$ cat config.mk
export PLATFORM = sky130hd
export DESIGN_NAME = switch_debounce_sync
export DESIGN_NICKNAME = d
export VERILOG_FILES = /design/src/rtl/swdb_pkg.sv /design/src/rtl/swdb_bit.sv /design/src/rtl/switch_debounce_sync.sv
export SDC_FILE = /design/constraint.sdc
export NUM_CORES = 1
export LEC_CHECK = 0
export ABC_AREA = 1
export CAP_MARGIN = 20
export CORE_MARGIN = 2
export CORE_UTILIZATION = 55
export CTS_CLUSTER_DIAMETER = 120
export DETAILED_ROUTE_END_ITERATION = 10
export PLACE_DENSITY = 0.85
export SKIP_CTS_REPAIR_TIMING = 1
export SYNTH_ARGS = -nofsm -noshare
export SYNTH_HDL_FRONTEND = slang
export SYNTH_SLANG_ARGS = --single-unit
$ cat constraint.sdc
create_clock -name clk_clk -period 2.3 [get_ports clk_clk]
set_clock_uncertainty 0.15 [all_clocks]
set_input_delay 0.575 -clock clk_clk [delete_from_list [all_inputs] [get_ports clk_clk]]
set_output_delay 0.575 -clock clk_clk [all_outputs]
set_load 0.005 [all_outputs]
$ cat src/rtl/swdb_pkg.sv
// Shared types and default constants for the switch debouncer.
// Optional feature macro: SWDB_IRQ_EN (change-pending interrupt).
package swdb_pkg;

  typedef enum logic {
    SWDB_STABLE,
    SWDB_PENDING
  } swdb_state_t;

  localparam int SWDB_WIDTH         = 8;
  localparam int SWDB_SYNC_STAGES   = 2;
  localparam int SWDB_STABLE_CYCLES = 1_000_000;
  localparam logic [7:0] SWDB_RESET_VAL = 8'h00;

endpackage

$ cat src/rtl/swdb_bit.sv
// One switch bit: synchroniser, stability FSM/counter, edge pulses.
// Optional feature macro: SWDB_IRQ_EN (handled in the top only).
module swdb_bit
  import swdb_pkg::*;
#(
  parameter int   SYNC_STAGES   = SWDB_SYNC_STAGES,
  parameter int   STABLE_CYCLES = SWDB_STABLE_CYCLES,
  parameter logic RESET_BIT     = 1'b0
) (
  input  logic clk,
  input  logic rst,
  input  logic raw,
  output logic deb,
  output logic rise,
  output logic fall
);

  localparam int CW = $clog2(STABLE_CYCLES + 1);
  localparam logic [CW-1:0] CNT_LAST = CW'(STABLE_CYCLES - 1);

  logic [SYNC_STAGES-1:0] sync_q, sync_d;
  swdb_state_t            state_q, state_d;
  logic [CW-1:0]          cnt_q, cnt_d;
  logic                   deb_q, deb_d;
  logic                   rise_q, rise_d;
  logic                   fall_q, fall_d;
  logic                   s;

  assign s = sync_q[SYNC_STAGES-1];

  // Next-state: shift synchroniser, track how long s has differed
  always_comb begin
    sync_d  = {sync_q[SYNC_STAGES-2:0], raw};
    state_d = state_q;
    cnt_d   = cnt_q;
    deb_d   = deb_q;
    rise_d  = 1'b0;
    fall_d  = 1'b0;
    unique case (state_q)
      SWDB_STABLE: begin
        cnt_d = '0;
        if (s != deb_q) begin
          if (CNT_LAST == '0) begin
            deb_d  = s;
            rise_d = s;
            fall_d = ~s;
          end else begin
            state_d = SWDB_PENDING;
            cnt_d   = CW'(1);
          end
        end
      end
      SWDB_PENDING: begin
        if (s == deb_q) begin
          state_d = SWDB_STABLE;
          cnt_d   = '0;
        end else if (cnt_q == CNT_LAST) begin
          state_d = SWDB_STABLE;
          cnt_d   = '0;
          deb_d   = s;
          rise_d  = s;
          fall_d  = ~s;
        end else begin
          cnt_d = cnt_q + CW'(1);
        end
      end
      default: state_d = SWDB_STABLE;
    endcase
  end

  // State registers with synchronous reset
  always_ff @(posedge clk) begin
    if (rst) begin
      sync_q  <= {SYNC_STAGES{RESET_BIT}};
      state_q <= SWDB_STABLE;
      cnt_q   <= '0;
      deb_q   <= RESET_BIT;
      rise_q  <= 1'b0;
      fall_q  <= 1'b0;
    end else begin
      sync_q  <= sync_d;
      state_q <= state_d;
      cnt_q   <= cnt_d;
      deb_q   <= deb_d;
      rise_q  <= rise_d;
      fall_q  <= fall_d;
    end
  end

  assign deb  = deb_q;
  assign rise = rise_q;
  assign fall = fall_q;

endmodule

$ cat src/rtl/switch_debounce_sync.sv
// Debounced, synchronised slide-switch bus for the switches PIO.
// Optional feature macro: SWDB_IRQ_EN (change-pending irq, set wins).
module switch_debounce_sync
  import swdb_pkg::*;
#(
  parameter int WIDTH         = SWDB_WIDTH,
  parameter int SYNC_STAGES   = SWDB_SYNC_STAGES,
  parameter int STABLE_CYCLES = SWDB_STABLE_CYCLES,
  parameter logic [WIDTH-1:0] RESET_VAL = WIDTH'(SWDB_RESET_VAL)
) (
  input  logic             clk_clk,
  input  logic             reset_reset,
  input  logic [WIDTH-1:0] sw_raw,
  output logic [WIDTH-1:0] switches_export,
  output logic [WIDTH-1:0] sw_rise,
  output logic [WIDTH-1:0] sw_fall,
  output logic             irq,
  input  logic             irq_clr
);

  for (genvar i = 0; i < WIDTH; i++) begin : g_bit
    swdb_bit #(
      .SYNC_STAGES  (SYNC_STAGES),
      .STABLE_CYCLES(STABLE_CYCLES),
      .RESET_BIT    (RESET_VAL[i])
    ) u_bit (
      .clk (clk_clk),
      .rst (reset_reset),
      .raw (sw_raw[i]),
      .deb (switches_export[i]),
      .rise(sw_rise[i]),
      .fall(sw_fall[i])
    );
  end

`ifdef SWDB_IRQ_EN
  logic irq_q, irq_d;

  // Pending flag: any debounced edge sets it, set beats clear
  always_comb begin
    irq_d = irq_q;
    if (irq_clr) irq_d = 1'b0;
    if ((|sw_rise) | (|sw_fall)) irq_d = 1'b1;
  end

  // Pending flag register
  always_ff @(posedge clk_clk) begin
    if (reset_reset) irq_q <= 1'b0;
    else             irq_q <= irq_d;
  end

  assign irq = irq_q;
`else
  logic unused_irq_clr;
  assign unused_irq_clr = irq_clr;
  assign irq = 1'b0;
`endif

endmodule

Yosys cells after proc, flatten, opt, wreduce, memory -nomap -nowiden
Index checks and enable logic that the tools add are counted.

word-level totals
  register bits after elaboration = 208
  bits of input ports = 11
  word-level logic and storage cells = 192
  output and inout port bits = 25

cells by class
  equality and inequality tests = 24
  reduce and logical (&&, ||, !) cells = 16
  add/subtract/negate cells = 8
  bitwise operators = 32
  muxes and demuxes = 64

operators by type and width
  operator               count
  $mux 20                16
  $pmux 20 s2            8
  $add 20x1->20 const B  8
  $eq 20x20->1 const B   8
  $mux 1                 32
  $not 1->1              32
  $reduce_or 4->1        8
  $reduce_and 3->1       8
  $pmux 1 s2             8
  $eq 1x1->1             8
  $ne 1x1->1             8

Longest topological paths before layout
  depth after elaboration = 4
  depth in mapped cells = 10
  depth with buffers taken out = 10

By module
From an unflattened synthesis, not the netlist that was laid out.

second synthesis, totals
  cell total of the unflattened synthesis = 1,497
  area, all modules = 10,741.6 µm²

modules (own cells, without submodules)
  module                         cells an instance  area each (µm²)  seq. area each (µm²)  times used
  swdb_bit (g_bit[0].u_bit ...)  188                1,347.5          520.5                 7
  swdb_bit (g_bit[7].u_bit)      179                1,297.5          520.5                 1
  switch_debounce_sync           2                  11.3             0.0                   1

Worst setup path after synthesis
No wires, ideal clock.

  kind = flip-flop to flip-flop
  from = register g_bit[1].u_bit.cnt_q[0]
  to = register g_bit[1].u_bit.state_q
  data required time = 2.036 ns
  path slack = 0.664 ns
  data arrival time = 1.372 ns
  stages on the path, launching flop included = 8
  path buffers = 1
  library setup time = 0.114 ns
  clock period less this slack = 1.636 ns
  cell sequence = dfxtp_1 -> ha_1 -> nand3_2 -> nor3_2 -> nand2_1 -> nand2_2 -> buf_6 -> nand2_1

between the ends
  longest elaborated chain between the ends = 4

RTL lines
  item                      RTL line        RTL
  start: declaration        swdb_bit.sv:23  logic [CW-1:0] cnt_q, cnt_d;
  start signal: assignment  swdb_bit.sv:83  cnt_q <= cnt_d;
  $eq 20x20->1              swdb_bit.sv:57  end else if (cnt_q == CNT_LAST) begin
  $mux 1                    swdb_bit.sv:57
  $mux 1                    swdb_bit.sv:54  if (s == deb_q) begin
  $pmux 1 s2                swdb_bit.sv:39  unique case (state_q)
  end signal: assignment    swdb_bit.sv:82  state_q <= state_d;
  end: declaration          swdb_bit.sv:22  swdb_state_t state_q, state_d;

No other way between the ends.
A chain may end at the register's enable or synchronous reset.

Final worst setup path
  from = register g_bit[0].u_bit.deb_q
  to = output port switches_export[0]

RTL lines
  item                      RTL line                    RTL
  start: declaration        swdb_bit.sv:24              logic deb_q, deb_d;
  start signal: assignment  swdb_bit.sv:77              deb_q <= RESET_BIT;
  start signal: assignment  swdb_bit.sv:84              deb_q <= deb_d;
  end: declaration          switch_debounce_sync.sv:14  output logic [WIDTH-1:0] switches_export,

No word-level cell between the ends.

==> results.sh <==
export IMPL_report_final_slew_viol_count=0
export IMPL_clkPwrFrac=0.491
export IMPL_die_h_um=141
export IMPL_swShare=0.208
export IMPL_setup_viol=0
export IMPL_arrival_ns=1.47
export IMPL_slowest_stage="clkdlybuf4s50_1"
export IMPL_grt_antenna_before_repair=0
export IMPL_startpoint_type="flop"
export IMPL_ant_nets=0
export IMPL_cpPeakStageDelay_ns=0.54
export IMPL_reg2reg_depth=7
export IMPL_muxShareOfSynthArea=0
export IMPL_h_tree_depth=1
export IMPL_power_frac_comb=0.011
export IMPL_clock_latency_ns=0.51
export IMPL_period_minus_slack_ns=2.19
export IMPL_synth_seq_cells=208
export IMPL_synthAdderAreaFrac=0.00972
export IMPL_drt_iter0_drc=519
export IMPL_worstPathMaxFanout=4
export IMPL_diodes=0
export IMPL_synth_top_area_cell="dfxtp_1"
export IMPL_grt_setup_unrepaired="false"
export IMPL_synth_area_per_cell_um2=7.01
export IMPL_status="complete, no violations"
export IMPL_syn_inst=1468
export IMPL_max_cap_violations=0
export IMPL_cts_sinks=208
export IMPL_cts_tree="yes"
export IMPL_synth_seq_area_share=0.404
export IMPL_io_pins=36
export IMPL_rrSetupSlack_ns=0.30
export IMPL_slew_headroom=0.664
export IMPL_path_cells="clkdlybuf4s50_1"
export IMPL_grtUsageTotal=0.213
export IMPL_final_nets=1511
export IMPL_gr_total_overflow=0
export IMPL_period_share=0.953
export IMPL_gp_congestion=0.936
export IMPL_synth_xor_area_share=0.0655
export IMPL_finalHoldViolations=0
export IMPL_synth_simple_area_share=0.373
export IMPL_syn_num_nets=1487
export IMPL_synth_top_area_frac=0.404
export IMPL_cp_num_cells=1
export IMPL_route_vias_total=9037
export IMPL_wirelength_um=21200
export IMPL_ctsLongestPathBuffers=3
export IMPL_peakVddDrop_uv=421
export IMPL_cellPowerDensity_nw_per_um2=641
export IMPL_firstDrtPassIters=5
export IMPL_core_area_um2=18500
export IMPL_fin_setup_tns_ns=0
export IMPL_min_path_cells=2
export IMPL_p_switching_uw=1520
export IMPL_synth_compound_area_frac=0.0503
export IMPL_final_cell_mix="317 x nand2_1, 284 x nor2_1, 208 x dfxtp_1"
export IMPL_rows=50
export IMPL_synth_top_family_by_area="simple AND/OR/NAND/NOR gates"
export IMPL_port_buffers=33
export IMPL_cts_buffers=23
export IMPL_drive_above_1_share=0.0710
export IMPL_wl_per_cell_um=12.2
export IMPL_path_clk_slew_ns=0.06
export IMPL_die_w_um=141
export IMPL_grt_pass1_wl_um=36400
export IMPL_path_buf_inv=1
export IMPL_drcViolationCount=0
export IMPL_crit_path_end_kind="primary output"
export IMPL_fmax_mhz=456
export IMPL_synth_area_top_cells="dfxtp_1 40%, nand2_1 12%, nor2_1 10%, inv_1 6.4%, xor2_1 5.1%"
export IMPL_root_buffer="clkbuf_16"
export IMPL_finalPower_uw=7320
export IMPL_yosys_warnings=0
export IMPL_viasPerCell=5.19
export IMPL_hold_class="reg -> reg"
export IMPL_ys_types=44
export IMPL_tightest_slew_ns=0.501
export IMPL_die_area_um2=19800
export IMPL_final_util=0.617
export IMPL_synth_area_um2=10300
export IMPL_final_common_cell="nand2_1"
export IMPL_hold_ws_ns=0.251
export IMPL_power_frac_seq=0.498
export IMPL_grt_pass1_vias=8483
export IMPL_leakagePower_uw=0.00370
export IMPL_crit_family="buffers and inverters"
export IMPL_grt_max_degree=29
export IMPL_hpwl_um=15000
export IMPL_start_util=0.556
export IMPL_cell_internal_pwr_uw=5790
export IMPL_crit_required_ns=1.57
export IMPL_crit_type="reg -> out"
export IMPL_area_growth_pct=10.9
[cell usage after synthesis]
cell type and instances:
nand2_1 317, nor2_1 284, dfxtp_1 208, inv_1 175, nand3_1 87, a21oi_1 67
nand4_1 60, xor2_1 60, nor3_1 34, buf_4 26, nor2_2 23, o21ai_0 19
xnor2_1 17, nand3_2 13, nand3b_1 10, ha_1 8, buf_6 7, or2_0 6
nor3_2 5, or2_2 5, inv_2 4, a21oi_2 3, nor2_4 3, or2_1 3
or3_1 3, clkbuf_1 2, nand2_2 2, a21boi_0 1, a31oi_1 1, and2_1 1
and3_1 1, buf_1 1, buf_12 1, buf_2 1, clkinv_2 1, conb_1 1
inv_4 1, nand2_4 1, nand3_4 1, nor4_2 1, o21ai_1 1, o21ai_4 1
o21bai_1 1, o21bai_4 1
[through the flow]
step / instances / area (um^2) / worst slack (ns)
floorplan: 1468 / 10300 / 0.664
CTS: 1740 / 11400 / 0.0875
finish: 1740 / 11400 / 0.108
global placement: 1701 / 10700 / 0.0548
detailed placement: 1701 / 10700 / 0.00310
global route: 1740 / 11400 / 0.0310
[power by group through the flow]
stage	logic (uW)	registers (uW)	clock network, uW
3_5_place_dp	81.9	3720	0
2_1_floorplan	47.0	3720	0
6_report	81.8	3640	3600
5_1_grt	91.8	3640	3830
3_3_place_gp	79.6	3720	0
4_1_cts	82.9	3640	3670
[final timing paths]
check	from	to
worst max-delay path	g_bit[0].u_bit.deb	switches_export[0]
worst min-delay path	g_bit[2].u_bit.sync_q[0]	g_bit[2].u_bit.sync_q[1]
worst min register to register	g_bit[2].u_bit.sync_q[0]	g_bit[2].u_bit.sync_q[1]
worst max register to register	g_bit[0].u_bit.cnt_q[0]	g_bit[0].u_bit.fall
[registers in the layout, summed over array words and instances, names as in the netlist]
name / count
g_bit.u_bit.rise: 8
g_bit.u_bit.fall: 8
g_bit.u_bit.cnt_q: 160
g_bit.u_bit.state_q: 8
g_bit.u_bit.sync_q: 16
g_bit.u_bit.deb: 8
[logic make-up after synthesis]
family,Yosys count
xor gates and xnor gates,77
DFF,208
and+or+nand+nor,860
AOI/OAI and AO/OA,95
other,1
adders and majority gates,8
buffers and inverters,219
[per-layer routing]
layer,vias up,part of all wire,track usage
li1,4665,-,-
met1,4134,0.45,0.265
met2,201,0.48,0.379
met3,37,0.052,0.0391
met4,0,0.022,0.0595
met5,-,0,0
[cell type report]
cell class	instances	area [um^2]
clock buffer	30	662
clock inverter	9	82.6
fill	1674	7100
inverter	181	683
multi-input combinational	1041	5140
sequential	208	4160
tap	234	293
timing repair buffer	37	398
(Power assumes the default switching activity.)
